$ cat config.mk
export PLATFORM = sky130hd
export DESIGN_NAME = placement_readback
export DESIGN_NICKNAME = d
export VERILOG_FILES = /design/src/rtl/placement_pkg.sv /design/src/rtl/placement_grid_addr_gen.sv /design/src/rtl/placement_readback.sv
export SDC_FILE = /design/constraint.sdc
export NUM_CORES = 1
export LEC_CHECK = 0
export ABC_AREA = 1
export CAP_MARGIN = 20
export CORE_ASPECT_RATIO = 0.5
export CORE_MARGIN = 2
export CORE_UTILIZATION = 38
export DETAILED_ROUTE_END_ITERATION = 10
export GPL_TIMING_DRIVEN = 0
export MAX_ROUTING_LAYER = met4
export SLEW_MARGIN = 0
export SYNTH_ARGS = -nofsm -noshare
export SYNTH_HDL_FRONTEND = slang
export SYNTH_SLANG_ARGS = --single-unit
$ cat constraint.sdc
create_clock -name clk -period 3.2 [get_ports clk]
set_input_delay 0.64 -clock clk [delete_from_list [all_inputs] [get_ports clk]]
set_output_delay 0.64 -clock clk [all_outputs]
set_load 0.01 [all_outputs]
$ cat src/rtl/placement_pkg.sv
// placement_pkg: shared constants, scan state encoding and record type for the placer readback
package placement_pkg;
  localparam int DW          = 32;
  localparam int N_DEF       = 12;
  localparam int N_NODES_DEF = 128;
  localparam int GRID_AW_DEF = 12;
  localparam int POS_AW_DEF  = 7;
  localparam logic [DW-1:0] EMPTY = '1;
  typedef enum logic [3:0] {
    IDLE, G_RD, G_WT, P_RD, P_WT, CHECK, EMIT, G_NEXT, S_RD, S_WT, S_CHK, DONE
  } state_t;
  typedef struct packed {
    logic [DW-1:0] node;
    logic [DW-1:0] x;
    logic [DW-1:0] y;
    logic          err;
  } rec_t;
endpackage

$ cat src/rtl/placement_grid_addr_gen.sv
// placement_grid_addr_gen: row/col walker with running linear address x*N+y and last-cell flag
module placement_grid_addr_gen #(
  parameter int N  = 12,
  parameter int AW = 12
) (
  input  logic          clk,
  input  logic          rst_n,
  input  logic          clr,
  input  logic          adv,
  output logic [AW-1:0] row,
  output logic [AW-1:0] col,
  output logic [AW-1:0] addr,
  output logic          last
);
  logic [AW-1:0] r_row, r_col, r_addr;
  logic          w_col_end;
  assign w_col_end = r_col == AW'(N - 1);
  assign last      = r_addr == AW'(N * N - 1);
  assign row       = r_row;
  assign col       = r_col;
  assign addr      = r_addr;
  always_ff @(posedge clk or negedge rst_n) begin
    if (!rst_n) begin
      r_row  <= '0;
      r_col  <= '0;
      r_addr <= '0;
    end else if (clr || (adv && last)) begin
      r_row  <= '0;
      r_col  <= '0;
      r_addr <= '0;
    end else if (adv) begin
      r_addr <= r_addr + 1'b1;
      r_col  <= w_col_end ? '0 : r_col + 1'b1;
      r_row  <= w_col_end ? r_row + 1'b1 : r_row;
    end
  end
endmodule

$ cat src/rtl/placement_readback.sv
// placement_readback: scans grid and pos RAMs, cross-checks placement and streams node records
module placement_readback
  import placement_pkg::*;
#(
  parameter int N       = N_DEF,
  parameter int N_NODES = N_NODES_DEF,
  parameter int GRID_AW = GRID_AW_DEF,
  parameter int POS_AW  = POS_AW_DEF
) (
  input  logic               clk,
  input  logic               reset,
  input  logic               start,
  output logic               grid_re,
  output logic [GRID_AW-1:0] grid_addr,
  input  logic [DW-1:0]      grid_dout,
  output logic               pos_re,
  output logic [POS_AW-1:0]  pos_addr,
  input  logic [DW-1:0]      px_dout,
  input  logic [DW-1:0]      py_dout,
  output logic               rec_valid,
  input  logic               rec_ready,
  output logic [DW-1:0]      rec_node,
  output logic [DW-1:0]      rec_x,
  output logic [DW-1:0]      rec_y,
  output logic               rec_err,
  output logic               busy,
  output logic               done,
  output logic [GRID_AW-1:0] placed_count,
  output logic [GRID_AW-1:0] err_count
);
  state_t              r_state, w_next;
  logic [DW-1:0]       r_cell, r_px, r_py;
  logic [POS_AW-1:0]   r_node;
  logic [N_NODES-1:0]  r_seen;
  rec_t                r_rec;
  logic                r_valid, r_busy, r_done;
  logic [GRID_AW-1:0]  r_placed, r_err;
  logic [GRID_AW-1:0]  w_row, w_col;
  logic                w_last, w_clr, w_adv, w_chk_err, w_miss, w_node_last, w_bad_id;

  function automatic logic [GRID_AW-1:0] sat_inc(input logic [GRID_AW-1:0] v, input logic en);
    return (en && !(&v)) ? v + 1'b1 : v;
  endfunction

  placement_grid_addr_gen #(.N(N), .AW(GRID_AW)) u_addr (
    .clk   (clk),
    .rst_n (reset),
    .clr   (w_clr),
    .adv   (w_adv),
    .row   (w_row),
    .col   (w_col),
    .addr  (grid_addr),
    .last  (w_last)
  );

  assign w_clr       = r_state == IDLE && start;
  assign w_adv       = r_state == G_NEXT;
  assign w_node_last = r_node == POS_AW'(N_NODES - 1);
  assign w_bad_id    = grid_dout != EMPTY && grid_dout >= DW'(N_NODES);
  assign w_chk_err   = (r_px != DW'(w_row)) | (r_py != DW'(w_col)) | r_seen[r_cell[POS_AW-1:0]];
  // second pass: stored but never seen on the grid, or a half-written coordinate pair
  assign w_miss      = (r_px != EMPTY && !r_seen[r_node]) || (r_px == EMPTY && r_py != EMPTY);

  assign grid_re      = r_state == G_RD;
  assign pos_re       = r_state == P_RD || r_state == S_RD;
  assign pos_addr     = r_state == S_RD ? r_node : r_cell[POS_AW-1:0];
  assign rec_valid    = r_valid;
  assign rec_node     = r_rec.node;
  assign rec_x        = r_rec.x;
  assign rec_y        = r_rec.y;
  assign rec_err      = r_rec.err;
  assign busy         = r_busy;
  assign done         = r_done;
  assign placed_count = r_placed;
  assign err_count    = r_err;

  always_ff @(posedge clk or negedge reset) begin
    if (!reset) r_state <= IDLE;
    else        r_state <= w_next;
  end

  always_comb begin
    w_next = r_state;
    case (r_state)
      IDLE:    w_next = start ? G_RD : IDLE;
      G_RD:    w_next = G_WT;
      G_WT:    w_next = grid_dout == EMPTY ? G_NEXT : w_bad_id ? EMIT : P_RD;
      P_RD:    w_next = P_WT;
      P_WT:    w_next = CHECK;
      CHECK:   w_next = EMIT;
      EMIT:    w_next = rec_ready ? G_NEXT : EMIT;
      G_NEXT:  w_next = w_last ? S_RD : G_RD;
      S_RD:    w_next = S_WT;
      S_WT:    w_next = S_CHK;
      S_CHK:   w_next = w_node_last ? DONE : S_RD;
      DONE:    w_next = IDLE;
      default: w_next = IDLE;
    endcase
  end

  always_ff @(posedge clk or negedge reset) begin
    if (!reset) begin
      r_cell   <= '0;
      r_px     <= '0;
      r_py     <= '0;
      r_node   <= '0;
      r_seen   <= '0;
      r_rec    <= '0;
      r_valid  <= 1'b0;
      r_busy   <= 1'b0;
      r_done   <= 1'b0;
      r_placed <= '0;
      r_err    <= '0;
    end else begin
      if (w_clr) begin
        r_seen   <= '0;
        r_rec    <= '0;
        r_valid  <= 1'b0;
        r_busy   <= 1'b1;
        r_done   <= 1'b0;
        r_placed <= '0;
        r_err    <= '0;
        r_node   <= '0;
      end
      if (r_state == G_WT) begin
        r_cell <= grid_dout;
        if (w_bad_id) begin
          r_rec   <= '{node: grid_dout, x: DW'(w_row), y: DW'(w_col), err: 1'b1};
          r_valid <= 1'b1;
          r_err   <= sat_inc(r_err, 1'b1);
        end
      end
      if (r_state == P_WT || r_state == S_WT) begin
        r_px <= px_dout;
        r_py <= py_dout;
      end
      if (r_state == CHECK) begin
        r_seen[r_cell[POS_AW-1:0]] <= 1'b1;
        r_placed <= sat_inc(r_placed, 1'b1);
        r_err    <= sat_inc(r_err, w_chk_err);
        r_rec    <= '{node: r_cell, x: DW'(w_row), y: DW'(w_col), err: w_chk_err};
        r_valid  <= 1'b1;
      end
      if (r_valid && rec_ready) r_valid <= 1'b0;
      if (r_state == S_CHK) begin
        r_err  <= sat_inc(r_err, w_miss);
        r_node <= w_node_last ? '0 : r_node + 1'b1;
      end
      if (r_state == DONE) begin
        r_busy <= 1'b0;
        r_done <= 1'b1;
      end
    end
  end
endmodule

# Word-level counts from Yosys, hierarchy flattened
# Cells that the tools add are included.
[totals] regBits=395 wordCells=133 input_bits=100
[classes] bitwise=3 add_sub_neg=6 muxes=51 reduce_logical=26 eq_ne=25 order_cmp=4
[ops] cell="$mux W97" n=4
[ops] cell="$mux W128" n=2
[ops] cell="$mux W12" n=19
[ops] cell="$or A128 B128 Y128" n=1
[ops] cell="$ne A32 B32 Y1 const B" n=3
[ops] cell="$eq A32 B32 Y1 const B" n=2
[ops] cell="$ne A32 B12 Y1" n=2
[ops] cell="$add A12 B1 Y12 const B" n=5
[ops] cell="$pmux W4 S11" n=1
[ops] cell="$ge A32 B8 Y1 const B" n=1
[ops] cell="$mux W7" n=4
[ops] cell="$reduce_and A12 Y1" n=2
[ops] cell="$eq A4 B3 Y1 const B" n=4
[ops] cell="$eq A4 B4 Y1 const B" n=4
[ops] cell="$lt A7 B8 Y1 const B" n=2
[ops] cell="$bmux W1 S7" n=2
[ops] cell="$mux W1" n=14
[ops] cell="$eq A12 B4 Y1 const B" n=1
[ops] cell="$eq A12 B8 Y1 const B" n=1
[ops] cell="$reduce_bool A2 Y1" n=5
[ops] cell="$logic_and A1 B1 Y1" n=9
[ops] cell="$eq A4 B2 Y1 const B" n=2
[ops] cell="$add A7 B1 Y7 const B" n=1
[ops] cell="$demux W1 S7" n=1
[ops] cell="16 further kinds" n=23

# Logic depth before layout (Yosys ltp)
# Gate-level depths: netlist of the first run.
[logic_depth] word_depth=8 mapped_depth=18 depth_no_buf=16

# Cells and area by module
# From an unflattened synthesis of the first run, not the netlist that was laid out.
[hier_totals] hier_cells=2625 hier_area_um2=19989.2
[modules_own_cells] mod="placement_readback" cells_each=2320 area_each_um2=17853.4 seq_area_each_um2=8983.6 instances=1
[modules_own_cells] mod="placement_grid_addr_gen" cells_each=305 area_each_um2=2135.8 seq_area_each_um2=900.9 instances=1

# Worst setup path after synthesis of the first run
# No wires, ideal clock.
[synth_timing] path_kind="input-to-reg" start="input grid_dout[17]" end="register r_err[5] (netlist: err_count[5])" slack_ns=1.093 stages=14 required_time_ns=3.083 n_path_buf=1 arrival_time_ns=1.990 cell_sequence="inv_1 > nor3_1 > nand2_1 > nor3_1 > nand3_1 > nand3_2 > nand2_2 > clkinv_1 > nor2_1 > nor2_2 > nand2_2 > buf_6 > nand2_1 > nand2_1"
[synth_via] elab_chain_len=6 word_cells_on_any_way=9 cone_classes="order compare (1); eq/ne (2); mux (4); reduce/logical (2)"
[synth_rtl] item="start, declared" line="placement_readback.sv:15" source="input logic [DW-1:0] grid_dout,"
[synth_rtl] item="$ge A32 B8 Y1 / $ne A32 B32 Y1 (equally long branches)" line="placement_readback.sv:59" source="assign w_bad_id = grid_dout != EMPTY && grid_dout >= DW'(N_NODES);"
[synth_rtl] item="$logic_and A1 B1 Y1 (*)" line="placement_readback.sv:59"
[synth_rtl] item="$mux W12" line="placement_readback.sv:127" source="if (w_bad_id) begin"
[synth_rtl] item="$mux W12" line="placement_readback.sv:125" source="if (r_state == G_WT) begin"
[synth_rtl] item="$mux W12" line="placement_readback.sv:137" source="if (r_state == CHECK) begin"
[synth_rtl] item="$mux W12" line="placement_readback.sv:145" source="if (r_state == S_CHK) begin"
[synth_rtl] item="end signal, assigned" line="placement_readback.sv:130" source="r_err <= sat_inc(r_err, 1'b1);"
[synth_rtl] item="end signal, assigned" line="placement_readback.sv:140" source="r_err <= sat_inc(r_err, w_chk_err);"
[synth_rtl] item="end signal, assigned" line="placement_readback.sv:146" source="r_err <= sat_inc(r_err, w_miss);"
[synth_rtl] item="end, declared" line="placement_readback.sv:37" source="logic [GRID_AW-1:0] r_placed, r_err;"
# Every way passes the cells marked *; elsewhere a longest branch is shown, timed or not.
# A chain may end at the register's enable or synchronous reset.

# Worst setup path after layout of the first run
[layout_timing] start="register r_state[1]" end="output pos_addr[0]"
[layout_via] elab_chain_len=2
[layout_rtl] item="start, declared" line="placement_readback.sv:31" source="state_t r_state, w_next;"
[layout_rtl] item="start signal, assigned" line="placement_readback.sv:79" source="else r_state <= w_next;"
[layout_rtl] item="$eq A4 B4 Y1" line="placement_readback.sv:66" source="assign pos_addr = r_state == S_RD ? r_node : r_cell[POS_AW-1:0];"
[layout_rtl] item="$mux W7" line="placement_readback.sv:66"
[layout_rtl] item="end, declared" line="placement_readback.sv:17" source="output logic [POS_AW-1:0] pos_addr,"
# Every way passes these cells.

==> summary.md, run 1 <==
| Metric | Value |
|---|---|
| Outcome | `finished clean` |
| Residual DRC | `0` |
| Vias in the first global route | `between 15000 and 20000` |
| Final critical-path required period | `~3.1 ns` |
| Area growth syn-to-layout | `24.8%` |
| Clock-pin slew on the worst setup and hold paths | `approximately 0.060 ns` |
| Post-Syn Area per Cell | `7.91 sq um` |
| Final hold vios | `0` |
| Initial DRT Pass Iterations | `5` |
| Share of cells above drive strength 1 | `around 6.2%` |
| Achievable Freq | `324 MHz` |
| Half-perimeter wire length after placement | `50.2 mm` |
| Final TNS setup | `0 ns` |
| Vias per cell | `5.35` |
| FP Rows | `58` |
| Worst Skew | `between 0.02 and 0.025 ns` |
| Number of synthesis warnings | `0` |
| Setup crit start kind | `flip-flop` |
| Yosys top cell by area | `dfrtp_1` |
| Largest net degree at the start of global routing | `120` |
| Slew HR | `32.0%` |
| Clock Sinks | `395` |
| Core region area | `50300 sq um` |
| # fillers | `between 4000 and 5000` |
| H-tree lvl count | `2` |
| Io pins | `245` |
| Initial DRC Count | `1893` |
| CTS Root Cell | `clkbuf_16` |
| Share of the synthesized area in the top cell type | `51.0%` |
| Max-slew violation count | `0` |
| Die ar. | `approximately 53000 sq um` |
| Mapped cell area | `19400 sq um` |
| Post-synth ARST share | `between 90% and 100%` |
| Post-place setup slack | `-0.333 ns` |
| Initial Util | `38.5%` |
| Worst Path Arrival | `around 2.4 ns` |
| Num CTS Buffers | `39` |
| Post-Synth XOR/XNOR Area | `1.31%` |
| Final period util | `between 90% and 100%` |
| Post-Synth Simple-Gate Area | `24.8%` |
| Final setup margin | `between 0.1 and 0.15 ns` |
| PnR Total Power | `20100 uW` |
| Initial antenna violation count | `2` |
| Final cell area excluding filler cells | `24200 sq um` |
| Compound-Gate Fraction of Synth Area | `14.0%` |
| Critical path type | `reg -> out` |
| Final setup fails | `0` |
| GRT Resource Usage Total | `27.5%` |
| Cell count after synthesis | `2449` |
| Post-synth top cells | `nand2_1, dfrtp_1, o21ai_0, inv_1, nor2_1` |
| Critical Path RT | `between 2 and 3 ns` |
| Largest family of logic cells by synthesized area | `simple AND/OR/NAND/NOR gates` |
| Post-synthesis register bit count | `~400` |
| Unique masters post-synth | `44` |
| Port buffer count | `244` |
| Placed cell area | `22800 sq um` |
| Power Density | `~830 nW/um^2` |
| Number of flops mapped to enable cells by yosys | `0` |
| Max rail drop VDD | `365 uV` |
| Die width | `323 microns` |
| Worst-skew pair later-pin latency | `0.58 ns` |
| Area contributors post-synth | `dfrtp_1, nand2_1, o21ai_0` |
| Total gr overflow | `0` |
| Top-count cell post-synth | `nand2_1` |
| Fin nets | `2845` |
| DRT antenna net count | `0` |
| Wire length of the first global-routing pass | `between 100 and 150 mm` |
| GP Congestion | `1.01` |
| Vias post-DR | `18500` |
| Routed WL | `70.2 mm` |
| Post-synthesis sequential area ratio | `51.0%` |
| Leakage | `0.0106 uW` |
| Mux share of post-synthesis cell area | `1.40%` |
| Worst-margin pin slew | `1.02 ns` |
| Max-cap viol count | `0` |
| Die H | `164 microns` |
| Clock Path Buffers | `3` |
| RSZ-0062 raised after global routing | `false` |
| Area share of fa/ha/maj cells after synthesis | `0.388%` |
| CP max FO | `5` |
| Prevailing post-synth register cell | `dfrtp_1` |
| Post-DR wirelength/cell | `20.3 microns` |
| Hold WC Path Type | `in -> async` |
| CTS tree | `done` |
| Mapped Nets | `2555` |
| Crit end category | `output port` |
## per-layer routing
layer	up-vias	wire length [microns]	track usage, %
met3	154	5210	4.59
met4	0	2100	7.82
met1	8961	29800	36.1
li1	8677	-	-
met2	735	33100	43.9
met5	-	0	-
## state kept, by name (all words and copies together), names as in the netlist, 32 cells and up
register and flops:
r_seen 128, rec_y 32, r_py 32, r_px 32, r_cell 32, rec_x 32, rec_node 32
## cell families (layout without fill, tap and decap cells)
family	after synthesis	count (layout)
muxes	24	24
adders and majority gates	6	6
buffers and inverters	347	667
AOI/OAI and AO/OA	500	500
xor gates and xnor gates	29	29
other	0	1
DFF	395	395
and+or+nand+nor	1148	1148
## stage by stage
step | instances | util, % | hold WS, ns
after floorplan | 2449 | - | 0.344
after global placement | 3383 | 45.1 | 0.464
after detailed placement | 3386 | 45.3 | 0.470
after CTS | 3457 | 48.0 | 0.204
after global routing | 3460 | 48.1 | 0.244
final | 3460 | 48.1 | 0.175
## final timing paths
kind / from / endpoint / slack, ns / cells past startpoint
worst max register to register: r_node[2] / err_count[4] / 0.14 / 13
max in group asynchronous: reset / r_seen[55] / 1.55 / 3
worst max-delay path: r_state[1] / pos_addr[0] / 0.12 / 7
min in group clk: done / done / 0.48 / 2
worst min register to register: done / done / 0.48 / 2
worst min-delay path: reset / r_px[15] / 0.17 / 1
## cell type report
type,instances,area (sq um),share of cell area [%]
plain buffers,124,561,2.32
diodes,1,2.50,0.0104
multi-input cells,1707,8120,33.6
well taps,690,863,3.57
clock buffers,53,1120,4.63
repair buffers,251,2570,10.7
clock inverters,18,214,0.885
inverters,221,837,3.46
flip-flops and latches,395,9880,40.9
## critical path, cell delays in order, from the launching register on
cell and delay, ns:
dfrtp_1 0.43, nor2_1 0.19, inv_1 0.12, nor2_4 0.21, buf_4 0.16, nand2_1 0.04
o21ai_0 0.12, clkdlybuf4s50_1 0.59
## report_power, final
group | internal, uW | switching [uW]
clock | 2730 | 2140
combinational | 2680 | 5160
sequential | 6380 | 955
## what timing repair did
| action | 4_1_cts | 5_1_grt |
|---|---|---|
| resized for setup | 6 | 14 |
| cloned | 0 | 0 |
| buffers inserted | 2 | 2 |
| hold buffers | 0 | 0 |
| endpoints found under the setup margin | 8 | 29 |
| pin swaps | 1 | 1 |
## cell usage in the layout (no fill, tap or decap), drive strengths merged
master         synthesis  final
a21oi                 67     67
nand3b                 2      2
clkinv                 4     13
o211ai                18     18
inv                  217    218
a2111oi                1      1
a32o                   2      2
clkbuf                72    124
mux2                  24     24
nand3                158    158
o221ai                 2      2
and3                   2      2
ha                     6      6
dfrtp                395    395
xor2                  24     24
a211oi                 3      3
o31ai                  2      2
xnor2                  5      5
o22ai                 62     62
o32ai                  2      2
a221oi                 1      1
o21ai                317    317
nor3                  22     22
clkdlybuf4s50          0    237
a21o                   1      1
buf                   54     61
nor2                 170    170
a31oi                 17     17
or4                    1      1
bufinv                 0      3
nand4                 51     51
dlymetal6s2s           0      6
o2111ai                1      1
o21a                   3      3
nand2                725    725
diode                  0      1
nor4                  17     17
clkinvlp               0      5
a21boi                 1      1
No activity file was read; power rests on OpenSTA's default activity.
==> inputs of run 2 (changes only) <==
- CAP_MARGIN: 20 -> 10
==> results of run 2 <==
Final layout, timing and power as in run 1 (identical DEF).
